`config.mk`:
```
export PLATFORM = sky130hd
export DESIGN_NAME = tlut_prod_drain
export DESIGN_NICKNAME = d
export VERILOG_FILES = /design/src/rtl/tlut_prod_drain.sv
export SDC_FILE = /design/constraint.sdc
export NUM_CORES = 1
export LEC_CHECK = 0
export CAP_MARGIN = 25
export CELL_PAD_IN_SITES_DETAIL_PLACEMENT = 1
export CELL_PAD_IN_SITES_GLOBAL_PLACEMENT = 2
export CORE_MARGIN = 2
export CORE_UTILIZATION = 42
export DETAILED_ROUTE_END_ITERATION = 8
export PLACE_DENSITY_LB_ADDON = 0.1
export SETUP_SLACK_MARGIN = 0.02
export SYNTH_ARGS = -nofsm -noshare
export SYNTH_HDL_FRONTEND = slang
export SYNTH_SLANG_ARGS = --single-unit
```
`constraint.sdc`:
```
create_clock -name clk -period 41.8 [get_ports clk]
set_input_delay 8.36 -clock clk [delete_from_list [all_inputs] [get_ports clk]]
set_output_delay 8.36 -clock clk [all_outputs]
set_load 0.005 [all_outputs]
```
`src/rtl/tlut_prod_drain.sv`:
```
// Window accumulator and drain serializer behind the temporal-LUT SIMD cell.
// Sums NUM_WIN captured product tiles, then streams the result row-major over valid/ready.
module tlut_prod_drain #(
    parameter int DIM_A     = 4,
    parameter int DIM_C     = 4,
    parameter int ACC_WIDTH = 12,
    parameter int NUM_WIN   = 4,
    parameter int OUT_WIDTH = ACC_WIDTH + $clog2(NUM_WIN + 1),
    localparam int RW = (DIM_C > 1) ? $clog2(DIM_C) : 1,
    localparam int CW = (DIM_A > 1) ? $clog2(DIM_A) : 1,
    localparam int WW = $clog2(NUM_WIN + 1)
) (
    input  logic                             clk,
    input  logic                             rst,
    input  logic                             enable,
    input  logic                             rollover,
    input  logic [DIM_C*DIM_A*ACC_WIDTH-1:0] product_in,
    output logic                             out_valid,
    input  logic                             out_ready,
    output logic [OUT_WIDTH-1:0]             out_data,
    output logic [RW-1:0]                    out_row,
    output logic [CW-1:0]                    out_col,
    output logic                             out_last,
    output logic [WW-1:0]                    win_cnt,
    output logic                             overrun
);
    localparam int N  = DIM_C * DIM_A;
    localparam int IW = (N > 1) ? $clog2(N) : 1;

    localparam logic [0:0] STATE_IDLE  = 1'b0;
    localparam logic [0:0] STATE_DRAIN = 1'b1;

    logic                 cap_d1_q, cap_d1_d;
    logic                 cap_d2_q, cap_d2_d;
    logic [WW-1:0]        win_cnt_q, win_cnt_d;
    logic [OUT_WIDTH-1:0] acc_q [N];
    logic [OUT_WIDTH-1:0] acc_d [N];
    logic [OUT_WIDTH-1:0] buf_q [N];
    logic [OUT_WIDTH-1:0] buf_d [N];
    logic [OUT_WIDTH-1:0] sum   [N];
    logic [0:0]           state_q, state_d;
    logic [RW-1:0]        row_q, row_d;
    logic [CW-1:0]        col_q, col_d;
    logic                 overrun_q, overrun_d;

    logic          tile_done;
    logic          last_idx;
    logic          final_hs;
    logic          load;
    logic [IW-1:0] idx;

    always_comb begin
        cap_d1_d  = rollover & enable;
        cap_d2_d  = cap_d1_q;
        win_cnt_d = win_cnt_q;
        state_d   = state_q;
        row_d     = row_q;
        col_d     = col_q;
        overrun_d = overrun_q;
        for (int i = 0; i < N; i++) begin
            sum[i]   = acc_q[i] + OUT_WIDTH'(product_in[i*ACC_WIDTH +: ACC_WIDTH]);
            acc_d[i] = acc_q[i];
            buf_d[i] = buf_q[i];
        end

        tile_done = cap_d2_q && (win_cnt_q == WW'(NUM_WIN - 1));
        last_idx  = (row_q == RW'(DIM_C - 1)) && (col_q == CW'(DIM_A - 1));
        final_hs  = (state_q == STATE_DRAIN) && out_ready && last_idx;
        // The final handshake frees the buffer in the same cycle, so a new tile may load there.
        load      = tile_done && ((state_q == STATE_IDLE) || final_hs);

        if (cap_d2_q) begin
            if (tile_done) begin
                win_cnt_d = '0;
                for (int i = 0; i < N; i++) acc_d[i] = '0;
            end else begin
                win_cnt_d = win_cnt_q + WW'(1);
                for (int i = 0; i < N; i++) acc_d[i] = sum[i];
            end
        end

        if (load) begin
            state_d = STATE_DRAIN;
            row_d   = '0;
            col_d   = '0;
            for (int i = 0; i < N; i++) buf_d[i] = sum[i];
        end else if ((state_q == STATE_DRAIN) && out_ready) begin
            if (last_idx) begin
                state_d = STATE_IDLE;
                row_d   = '0;
                col_d   = '0;
            end else if (col_q == CW'(DIM_A - 1)) begin
                col_d = '0;
                row_d = row_q + RW'(1);
            end else begin
                col_d = col_q + CW'(1);
            end
        end

        if (tile_done && !load) overrun_d = 1'b1;

        idx = IW'(row_q) * IW'(DIM_A) + IW'(col_q);
    end

    always_ff @(posedge clk or posedge rst) begin
        if (rst) begin
            cap_d1_q  <= 1'b0;
            cap_d2_q  <= 1'b0;
            win_cnt_q <= '0;
            state_q   <= STATE_IDLE;
            row_q     <= '0;
            col_q     <= '0;
            overrun_q <= 1'b0;
            for (int i = 0; i < N; i++) begin
                acc_q[i] <= '0;
                buf_q[i] <= '0;
            end
        end else begin
            cap_d1_q  <= cap_d1_d;
            cap_d2_q  <= cap_d2_d;
            win_cnt_q <= win_cnt_d;
            state_q   <= state_d;
            row_q     <= row_d;
            col_q     <= col_d;
            overrun_q <= overrun_d;
            for (int i = 0; i < N; i++) begin
                acc_q[i] <= acc_d[i];
                buf_q[i] <= buf_d[i];
            end
        end
    end

    assign out_valid = (state_q == STATE_DRAIN);
    assign out_last  = (state_q == STATE_DRAIN) && last_idx;
    assign out_data  = buf_q[idx];
    assign out_row   = row_q;
    assign out_col   = col_q;
    assign win_cnt   = win_cnt_q;
    assign overrun   = overrun_q;
endmodule
```
==> results.md <==
- Category of the most critical setup path: reg -> out
- Count of buffering cells on the critical path with inverters included: 3
- Leading cell type by number of instances after synthesis: dfrtp_1
- Timing-limited maximum frequency: 84.01 MHz
- Count of fill cells added during filler insertion: 7541
- Clock transition at the registers of the reported paths: 0.06 ns
- Setup-failing EPs final: 0
- Number of buffers created by CTS: 59
- Classification of the worst-slack hold path: reg -> reg
- Part of the Yosys area used for sequential elements: 0.4236
- Maximum single-stage delay on the critical path: 0.64 ns
- Count of unique library cells instantiated by Yosys: 72
- Worst slew margin relative to its limit: 0.2902
- # diodes: 0
- Remaining DRCs: 0
- Data arrival, critical path: 3.54 ns
- Die Span Y: 266.8 um
- Ordered cell list for the critical path: buf_4 -> buf_16 -> mux4_2 -> mux4_2 -> clkdlybuf4s50_1
- Worst-margin pin slew: 1.065 ns
- Hold slack: 0.3544 ns
- Vias: 23706
- Proportion of netlist area held by the largest area contributor: 0.4236
- GP Congestion: 0.8628
- Worst-case vdd ir drop: 35.25 uV
- Power per cell area: 82.22 nW/um2
- Highest-delay cell along the critical path: mux4_2
- Most Frequent Cell on Critical Path: mux4_2
- Worst-skew pair later-pin latency: 0.65 ns
- Initial cell density of the core: 0.4236
- Global router's overall resource usage: 0.2739
- Buffers inserted during post-CTS setup optimization: 0
- First-pass GRT wire length: 149600 um
- Routed Wire Length: 96640 um
- Required time of the worst setup path: 33.44 ns
- Setup ws final: 29.90 ns
- Area growth from synthesis to layout: 17.82%
- Post-Synthesis Cells: 2911
- Core Area: 68470 um2
- HPWL after detailed placement: 69990 um
- Clock tree from TritonCTS: done
- Critical path startpoint category: flop
- # port buffers: 221
- Outcome: completed
- Minimum clock period: 11.90 ns
- Initial antenna violation count: 8
- Type of element capturing the critical path: primary output
- Pin count of the biggest net entering global routing: 162
- Top post-synthesis cells by count: 491 x dfrtp_1, 437 x nand2_1, 322 x o21ai_0, 195 x ha_1, 178 x a21oi_1
- Leakage power of the design: 14.71 nW
- Total standard cell area after synthesis: 29010 um2
- Net Count, Synth: 3319
- Final routed wire length divided by cell count: 24.15 um
- Sinks on the clock net: 491
- Setup repair after global routing missed its margin: false
- Number of global-route vias before repair: 24736
- Hold buffers post-CTS: 0
- Final-report max-slew violation count: 0
- Ys Warns: 0
- Number of placed I/O pins: 222
- Seq cells post-synth: 491
- Crit-path max FO: 43
- Detailed Routing Iterations Pass 1: 5
- Dominant delay contributor by cell family on the critical path: multiplexers
- H-Tree Level Count: 2
- Congestion Overflow GR: 0
- Post-synth ARST share: 1.000
- Setup clock skew after layout: 0.03193 ns
- Avg Cell Area, Syn: 9.964 um2
- Post-synth top area cell: dfrtp_1
- CTS Root Buffer Type: clkbuf_16
- Share of final-layout standard cells stronger than drive strength 1: 0.07564
- Number of hold-slack violations in the final timing report: 0
- First-iteration detailed-routing DRC count: 1712
- Worst-case clock buffer depth: 3
- Number of antenna-violating nets in the routed design: 0
- Post-detailed-route via-to-cell ratio: 5.924
- Number of enable flip-flop cells after synthesis: 0
- Number of gates resized after cts: 0
- Fin util: 0.4991
- Top post-synthesis cells by area: dfrtp_1 42%, ha_1 8.4%, mux4_2 5.8%
- Max-cap violations: 0
- Final TNS setup: 0 ns
- Tcrit/Tclk final: 0.2848
- Nets@finish: 3478
- DIE AREA: 71180 um2
- Row Count: 96
- Pre-CTS setup slack: 29.68 ns
- Die width: 266.8 um
- Most used flip-flop cell after synthesis: dfrtp_1
==> registers in the layout (all words and copies together) (netlist names) <==
name,flops
buf_q,240
out_col,2
out_row,2
win_cnt,3
cap_d1_q,1
acc_q,240
out_valid,1
overrun,1
cap_d2_q,1
==> placed cells by master (no fill, tap or decap), drive strengths merged, types with 35 or more instances in the layout <==
master / instances
a21o: 67
nor2: 143
o2bb2ai: 158
nand2: 437
o31ai: 43
ha: 195
xnor2: 102
a21oi: 178
o21ai: 322
clkbuf: 84
nand3: 41
a211oi: 36
mux4: 75
inv: 35
xor2: 97
dfrtp: 491
clkdlybuf4s50: 221
==> cell families after synthesis <==
family / Yosys count / synth area share
buf+inv: 182 / 0.02580
fa+ha+maj: 211 / 0.09516
mux: 89 / 0.06332
simple gates: 778 / 0.1154
compound gates: 961 / 0.2166
xor+xnor: 199 / 0.06009
flops: 491 / 0.4236
==> through the flow <==
step	area [um2]	total power [mW]	instances
after global placement	31900	2.198	3884
final	34170	2.810	4002
after global routing	34170	3.001	4002
after detailed placement	31920	2.244	3885
after floorplan	29010	1.715	2911
after CTS	34010	2.821	3996
==> power breakdown <==
part           switching [mW]  internal (mW)  leakage, nW
Sequential              0.170          0.684         6.27
Combinational           0.834          0.563         7.42
Clock                   0.221          0.337         1.03
Total                    1.23           1.58         14.7
==> final cells by class <==
cell class                      instances  area, um2  area share
Clock buffer                           84       1692     0.04950
Sequential cell                       491      12300      0.3598
Timing Repair Buffer                  247       2547     0.07455
Inverter                               33      138.9    0.004064
Multi-Input combinational cell       2238      16000      0.4683
Clock inverter                         27      391.6     0.01146
Tap cell                              882       1104     0.03229
==> worst paths after layout <==
path,start,endpoint,slack (ns),cells past startpoint
setup / recovery,out_col[0]$_DFFE_PP0P_,out_data[8],29.90,5
hold / removal,cap_d1_q$_DFF_PP0_,cap_d2_q$_DFF_PP0_,0.35,0
setup reg to reg,out_col[1]$_DFFE_PP0P_,buf_q[88]$_DFFE_PP0N_,37.49,8
hold reg to reg,cap_d1_q$_DFF_PP0_,cap_d2_q$_DFF_PP0_,0.35,0
max in group asynchronous,rst,acc_q[141]$_DFFE_PP0P_,30.93,6
min in group asynchronous,rst,cap_d1_q$_DFF_PP0_,8.18,2
==> metal layers <==
layer	part of all wire	vias up	global-route usage
li1	-	11033	-
met2	0.47	472	0.4517
met5	0.00044	-	0
met3	0.051	141	0.04585
met4	0.028	8	0.08138
met1	0.45	12052	0.3706
No activity file was read; power rests on OpenSTA's default activity.
